<file path="src/rtl/fpin_event_gen.sv">
// fpin_event_gen: detects per-input edges on front-panel pins and queues their event codes in a FWFT FIFO.
// Latency: pin change sampled at edge k gives ev_valid after edge k+SYNC_STAGES+2, +FILT_LEN with FPIN_FILTER_EN.
// Backpressure: a full FIFO holds codes in per-input pending flags; a repeat edge on a pending input sets overflow.
module fpin_event_gen #(
    parameter int N_IN        = 4,
    parameter int SYNC_STAGES = 2,
    parameter int FIFO_DEPTH  = 8,
    parameter int FILT_LEN    = 16
) (
    input  logic                          clk,
    input  logic                          rst_n,
    input  logic [N_IN-1:0]               FrontIn,
    input  logic [N_IN-1:0]               FPIn_en,
    input  logic [N_IN-1:0]               FPIn_edge,
    input  logic [8*N_IN-1:0]             FPIn_code,
    output logic                          ev_valid,
    output logic [7:0]                    ev_code,
    input  logic                          ev_ready,
    output logic                          overflow,
    input  logic                          ovf_clr,
    output logic [$clog2(FIFO_DEPTH):0]   fifo_level
);

    localparam int AW = $clog2(FIFO_DEPTH);
`ifdef FPIN_FILTER_EN
    // The filter adds a stage between sync and prev, so the settling window is one cycle longer.
    localparam int ARM_N = SYNC_STAGES + 2;
`else
    localparam int ARM_N = SYNC_STAGES + 1;
`endif
    localparam int ARMW = $clog2(ARM_N + 1);

    logic [N_IN-1:0] sync_q [SYNC_STAGES];
    logic [N_IN-1:0] lvl;
    logic [N_IN-1:0] prev_q;
    logic [N_IN-1:0] edge_q;
    logic [N_IN-1:0] edge_d;
    logic [N_IN-1:0] code_nz;
    logic [N_IN-1:0] pend_q;
    logic [N_IN-1:0] pend_d;
    logic [N_IN-1:0] gnt;
    logic [N_IN-1:0] clr;
    logic [ARMW-1:0] arm_q;
    logic            armed;
    logic            ovf_q;
    logic            ovf_set;
    logic            found;
    logic            push;
    logic            pop;
    logic            full;
    logic [7:0]      wr_code;
    logic [7:0]      mem [FIFO_DEPTH];
    logic [AW:0]     wr_q;
    logic [AW:0]     rd_q;

    assign armed = (arm_q == ARMW'(ARM_N));

`ifdef FPIN_FILTER_EN
    localparam int CW = $clog2(FILT_LEN) + 1;
    logic [N_IN-1:0] filt_q;
    logic [CW-1:0]   cnt_q [N_IN];

    // While disarmed the filter follows the synced level so a pin held at reset is not seen as an edge.
    always_ff @(posedge clk) begin
        if (!rst_n) begin
            filt_q <= '0;
            for (int i = 0; i < N_IN; i++) cnt_q[i] <= '0;
        end else begin
            for (int i = 0; i < N_IN; i++) begin
                if (!armed || sync_q[SYNC_STAGES-1][i] == filt_q[i]) begin
                    filt_q[i] <= sync_q[SYNC_STAGES-1][i];
                    cnt_q[i]  <= '0;
                end else if (cnt_q[i] == CW'(FILT_LEN - 1)) begin
                    filt_q[i] <= sync_q[SYNC_STAGES-1][i];
                    cnt_q[i]  <= '0;
                end else begin
                    cnt_q[i]  <= cnt_q[i] + CW'(1);
                end
            end
        end
    end
    assign lvl = filt_q;
`else
    assign lvl = sync_q[SYNC_STAGES-1];
`endif

    always_comb begin
        for (int i = 0; i < N_IN; i++) code_nz[i] = |FPIn_code[8*i +: 8];
    end

    assign edge_d = armed ? (((FPIn_edge & lvl & ~prev_q) | (~FPIn_edge & ~lvl & prev_q)) & FPIn_en & code_nz)
                          : '0;

    assign fifo_level = wr_q - rd_q;
    assign full       = (fifo_level == (AW+1)'(FIFO_DEPTH));
    assign ev_valid   = (fifo_level != '0);
    assign ev_code    = ev_valid ? mem[rd_q[AW-1:0]] : 8'h00;
    assign pop        = ev_valid & ev_ready;
    assign overflow   = ovf_q;

    // Fixed-priority scan: lowest pending index wins the single write slot.
    always_comb begin
        gnt     = '0;
        found   = 1'b0;
        wr_code = 8'h00;
        for (int i = 0; i < N_IN; i++) begin
            if (pend_q[i] && !found) begin
                gnt[i]  = 1'b1;
                found   = 1'b1;
                wr_code = FPIn_code[8*i +: 8];
            end
        end
    end

    assign push    = found & (~full | pop);
    assign clr     = push ? gnt : '0;
    assign pend_d  = (edge_q | (pend_q & ~clr)) & FPIn_en;
    assign ovf_set = |(edge_q & pend_q & ~clr);

    always_ff @(posedge clk) begin
        if (!rst_n) begin
            for (int j = 0; j < SYNC_STAGES; j++) sync_q[j] <= '0;
            prev_q <= '0;
            edge_q <= '0;
            pend_q <= '0;
            ovf_q  <= 1'b0;
            wr_q   <= '0;
            rd_q   <= '0;
            arm_q  <= '0;
        end else begin
            sync_q[0] <= FrontIn;
            for (int j = 1; j < SYNC_STAGES; j++) sync_q[j] <= sync_q[j-1];
            prev_q <= lvl;
            edge_q <= edge_d;
            pend_q <= pend_d;
            ovf_q  <= ovf_set | (ovf_q & ~ovf_clr);
            if (push)   wr_q  <= wr_q + (AW+1)'(1);
            if (pop)    rd_q  <= rd_q + (AW+1)'(1);
            if (!armed) arm_q <= arm_q + ARMW'(1);
        end
    end

    always_ff @(posedge clk) begin
        if (push) mem[wr_q[AW-1:0]] <= wr_code;
    end

endmodule

</file>
<file path="config.mk">
export PLATFORM = sky130hd
export DESIGN_NAME = fpin_event_gen
export DESIGN_NICKNAME = d
export VERILOG_FILES = /design/src/rtl/fpin_event_gen.sv
export SDC_FILE = /design/constraint.sdc
export NUM_CORES = 1
export LEC_CHECK = 0
export BUFFER_PORTS_ARGS = -buffer_cell sky130_fd_sc_hd__buf_2
export CORE_MARGIN = 2
export CORE_UTILIZATION = 30
export DETAILED_ROUTE_END_ITERATION = 6
export HOLD_SLACK_MARGIN = 0.05
export PLACE_DENSITY = 0.48
export SLEW_MARGIN = 5
export SYNTH_ARGS = -nofsm -noshare
export SYNTH_HDL_FRONTEND = slang
export SYNTH_SLANG_ARGS = --single-unit
</file>
<file path="constraint.sdc">
create_clock -name clk -period 4 [get_ports clk]
set_input_delay 0.6 -clock clk [delete_from_list [all_inputs] [get_ports clk]]
set_output_delay 0.6 -clock clk [all_outputs]
set_load 0.02 [all_outputs]
</file>
# Word level (Yosys, flattened, before mapping)
# Memories as Yosys holds them, arrays and structs flattened. A register that Yosys moved wholly into a read port is not among the register bits.
# Cells that the tools add are included.
[op_classes]
muxes = 21
n_eq_ne = 2
n_addsub = 4
bitwise = 25
reduce_logical = 13
[op_table]
columns = ["op", "count"]
rows = [
  ["AND 4 bit", 10],
  ["two-way mux 8 bit", 5],
  ["OR reduction 8 bit", 4],
  ["NOT 4 bit", 4],
  ["two-way mux 4 bit", 3],
  ["two-way mux 1 bit", 11],
  ["adder 4 x 1 -> 4 bit (second input constant)", 2],
  ["OR 4 bit", 2],
  ["two-way mux 3 bit", 2],
  ["== test 4 bit (second input constant)", 1],
  ["OR 1 bit", 4],
  ["nonzero test 4 bit", 1],
  ["OR reduction 4 bit", 1],
  ["subtractor 4 bit", 1],
  ["AND 1 bit", 3],
  ["logical AND 1 bit", 3],
  ["zero test 1 bit", 3],
  ["adder 2 x 1 -> 2 bit (second input constant)", 1],
  ["== test 2 bit (second input constant)", 1],
  ["NOT 1 bit", 2],
  ["AND reduction 2 bit", 1],
]
[totals]
n_memories = 2
output_inout_bits = 14
inputBits = 48
ram_bits = 72
elab_cells = 74
reg_bits = 23
[mem_list]
columns = ["name", "depth", "width", "read_ports", "rd_ports_with_merged_regs", "write_ports", "line_no", "rtl"]
rows = [
  ["mem", 8, 8, 1, 1, 1, "52", "logic [7:0] mem [FIFO_DEPTH];"],
  ["sync_q", 2, 4, 2, 0, 2, "33", "logic [N_IN-1:0] sync_q [SYNC_STAGES];"],
]

# Depth between registers and ports, before layout
[depth]
depth_word = 16
depth_mapped = 9
mapped_depth_nobuf = 9

# Worst setup path before layout
# Ideal clock, no wire load.
[synth_timing]
path_kind = "reg-to-reg"
startpoint = "reg wr_q[0]"
endpoint = "mem mem[2][0], enable pin"
setup_ns = 0.398
path_buffers = 0
stages_incl_launch_ff = 9
t_arrival_ns = 2.936
period_less_slack_ns = 3.333
t_required_ns = 3.602
setup_slack_ns = 0.667
cell_sequence = "dfxtp_1 inv_1 ha_1 inv_1 fa_1 xor2_1 or4_4 o31ai_4 nor4b_1"
[synth_via]
elab_chain_len = 7
elab_cells_between_ends = 9
classes_between = "add/sub (1); eq/ne (1); mux (2); bitwise (4); reduce/logical (1)"
[synth_rtl]
columns = ["element", "line_no", "rtl"]
rows = [
  ["start, declared", "53", "logic [AW:0] wr_q;"],
  ["start signal, assigned", "137", "if (push) wr_q <= wr_q + (AW+1)'(1);"],
  ["subtractor 4 bit *", "94", "assign fifo_level = wr_q - rd_q;"],
  ["via fifo_level[2]", "21", "output logic [$clog2(FIFO_DEPTH):0] fifo_level"],
  ["nonzero test 4 bit / == test 4 bit (equally long branches)", "96, 95", ""],
  ["AND 1 bit / NOT 1 bit (equally long branches)", "98, 115", ""],
  ["OR 1 bit *", "115", "assign push = found & (~full | pop);"],
  ["AND 1 bit *", "115", ""],
  ["two-way mux 1 bit *", "144", "if (push) mem[wr_q[AW-1:0]] <= wr_code;"],
  ["two-way mux 1 bit (not written as such) *", "144", ""],
  ["end, declared", "52", ""],
]
# The timed path passes the listed nets; every way through them passes the cells marked *.

# Worst setup path after layout
[layout_timing]
startpoint = "reg wr_q[0]"
endpoint = "out ev_code[6]"
[layout_via]
elab_chain_len = 3
[layout_rtl]
columns = ["element", "line_no", "rtl"]
rows = [
  ["subtractor 4 bit", "94", ""],
  ["nonzero test 4 bit", "96", "assign ev_valid = (fifo_level != '0);"],
  ["two-way mux 8 bit", "97", "assign ev_code = ev_valid ? mem[rd_q[AW-1:0]] : 8'h00;"],
  ["end, declared", "17", "output logic [7:0] ev_code,"],
]
# No other way between the ends.

==> flow_summary.yaml <==
worst_setup_path:
  critPathRequiredTime_ns: 3.40
  crit_slowest_cell: "a2111oi_4"
  reg2reg_to: "mem[3][0]$_DFFE_PP_"
  arrival_ns: 2.92
  cp_num_cells: 7
  crit_top_cell: "inv_1"
  crit_path_start_kind: "flop"
  path_class: "reg -> out"
  ff2ff_path_depth: 8
  path_delay_family: "compound AO/OA/AOI/OAI gates"
  endpoint_kind: "output pin"
  startpoint: "wr_q[0]$_SDFFE_PN0P_"
  max_stage_delay_ns: 0.86
  critPathMaxFanout: 10
  r2r_slack_ns: 0.88
  reg2reg_from: "wr_q[0]$_SDFFE_PN0P_"
  path_cells: "inv_1, ha_1, inv_1, fa_1, a2111oi_4, nor2_1, buf_2"
  crit_buf_inv: 3
sta:
  tightestPinTransition_ns: 1.10
  fin_ws_ns: 0.481
  slew_violations: 0
  fin_crit_ns: 3.52
  hold_slack_ns: 0.433
  slew_headroom: 0.260
  fin_skew_ns: 0.00504
  rsz0062_at_grt: "false"
  fmaxAchievable_mhz: 284
  setup_tns_ns: 0
  fin_crit_sh: 0.880
  setup_violations: 0
  hold_violations: 0
logic_synthesis:
  synthCells: 316
  synth_top_area_cell: "edfxtp_1"
  ys_ff_latch: 98
  synth_area_sq_um: 4280
  yosysWarningCount: 0
  yosysSeqAreaShare: 0.608
  synth_top_cell_area_share: 0.449
  ys_top_cells_by_count: "64 x edfxtp_1, 34 x dfxtp_1, 28 x nor2_1"
  synth_most_common_cell: "edfxtp_1"
  synth-edff-count: 64
  ys_types: 52
  postSynthAreaPerCell_sq_um: 13.5
  synth.area.top_cells: "edfxtp_1 45%, dfxtp_1 16%, mux4_2 8.4%"
  ys_async_sr_fraction: 0
  syn_nets: 371
  ys.flop_type: "edfxtp_1"
pwr:
  p_int_w: 0.00199
  power_w: 0.00289
  ir_drop_v: 0.000209
  p_sw_w: 0.000900
  powerDensity_nw_per_um2: 566
  p_clk_frac: 0.313
  combPwrFrac: 0.296
  p_leak_nw: 1.76
  switching_share: 0.312
  p_seq_frac: 0.391
run:
  drv_cap: 0
outcome:
  outcome: "finished clean"
grt:
  grt_pass1_wl_mm: 14.8
  grt_max_degree: 38
  use_met1: 0.174
  grt_pass1_vias: 2740
  antenna_found_initial: 0
  overflow: 0
  gr-usage-met3: 0.0392
  busiest_layer: "met2"
  track_usage: 0.133
  met2_usage: 0.212
die:
  rows: 43
  core_area_sq_um: 13900
  die_area_sq_um: 15200
  ios: 62
  die_height_um: 123
  start_util: 0.307
  die_w_um: 123
clocking:
  cts_setup_buffers: 0
  worstSkewPairLatency_ns: 0.34
  cts_sinks: 98
  cts_made_buffers: 9
  cts_resized: 0
  clockBufferDepth: 2
  cts_tree: "built"
  clkSlewWorstSetupHoldPaths_ns: 0.06
  cts_max_level: 3
  ctsHoldBuffers: 0
  clockRootBuffer: "clkbuf_16"
detailed_routing:
  wire_per_inst_um: 16.4
  drtPass1Iterations: 4
  vias: 2689
  ant_nets: 0
  via_per_inst: 4.80
  wl_mm: 9.20
  drc_errors: 0
  drtIter0Drc: 180
final_layout:
  syn_to_final_growth_pct: 19.2
  antenna_cells: 0
  fin_nets: 431
  drive_above_1_share: 0.284
placement:
  portBuffers: 61
  place_hpwl_mm: 6.83
  gp_congestion: 0.760
  dp_slack_ns: 0.798
min_path:
  min_path_type: "reg -> reg"
  holdCritStartpoint: "sync_q[0][0]$_SDFF_PN0_"
  min_to: "sync_q[0][4]$_SDFF_PN0_"
  holdPathStages: 1
routing by layer:
layer  up-vias  share of wire
met5         -              0
met4         0          0.013
met3         9          0.057
met2        82           0.46
met1      1261           0.47
li1       1337              -
sequential cells by signal (all words and copies together) (netlist names), named ones only:
register and cells:
mem 64, sync_q 8, edge_q 4, pend_q 4, prev_q 4, rd_q 4, wr_q 4, arm_q 2
overflow 1
cell type report:
type	instances	area, sq um
Sequential cell	98	2600
Inverter	7	26.3
Clock inverter	6	91.3
Multi-Input combinational cell	192	1580
Tap cell	180	225
Fill cell	1322	8830
Clock buffer	9	225
Timing Repair Buffer	68	358
power by group through the flow:
stage / Combinational, W / Sequential [W] / Clock, W
finish: 0.000855 / 0.00113 / 0.000905
global route: 0.000945 / 0.00113 / 0.000965
CTS: 0.000876 / 0.00113 / 0.000933
detailed placement: 0.000875 / 0.00115 / 0
global placement: 0.000863 / 0.00115 / 0
floorplan: 0.000636 / 0.00112 / 0
layout by cell type (no fill, tap or decap), types with 5 or more instances in the layout:
| cell type | Yosys | final |
|---|---|---|
| edfxtp_1 | 64 | 64 |
| buf_2 | 3 | 61 |
| dfxtp_1 | 34 | 34 |
| nor2_1 | 28 | 28 |
| mux4_2 | 16 | 16 |
| nand2_1 | 14 | 14 |
| and2_1 | 14 | 14 |
| mux2i_1 | 12 | 12 |
| nor4_1 | 12 | 12 |
| a21oi_1 | 11 | 11 |
| nand3_1 | 10 | 10 |
| clkbuf_16 | 0 | 9 |
| a221o_1 | 8 | 8 |
| a22oi_1 | 8 | 8 |
| inv_1 | 7 | 7 |
| buf_4 | 0 | 7 |
| ha_1 | 6 | 6 |
| nor3_1 | 5 | 5 |
metrics by stage:
stage / instance area, sq um / std cells / utilization
after floorplan: 4280 / 316 / -
after global routing: 5100 / 560 / 0.366
final: 5100 / 560 / 0.366
after CTS: 5100 / 560 / 0.366
after global placement: 4790 / 545 / 0.344
after detailed placement: 4790 / 545 / 0.344
how the worst max path moves through the flow:
stage,end,slack (ns)
after floorplan,mem[2][0]$_DFFE_PP_,0.67
after global placement,ev_code[4],0.90
after detailed placement,ev_code[6],0.80
after CTS,ev_code[6],0.41
after global routing,ev_code[1],0.24
final,ev_code[6],0.48
kinds of logic (layout without fill, tap and decap cells):
| family | after synthesis | after routing | synth area share |
|---|---|---|---|
| buffers and inverters | 26 | 90 | 0.0254 |
| AOI/OAI and AO/OA | 51 | 51 | 0.0964 |
| DFF | 98 | 98 | 0.608 |
| adders and majority gates | 7 | 7 | 0.0222 |
| and+or+nand+nor | 101 | 101 | 0.126 |
| xor gates and xnor gates | 5 | 5 | 0.0102 |
| muxes | 28 | 28 | 0.112 |
Note: power is estimated with default switching activity, not from simulation.
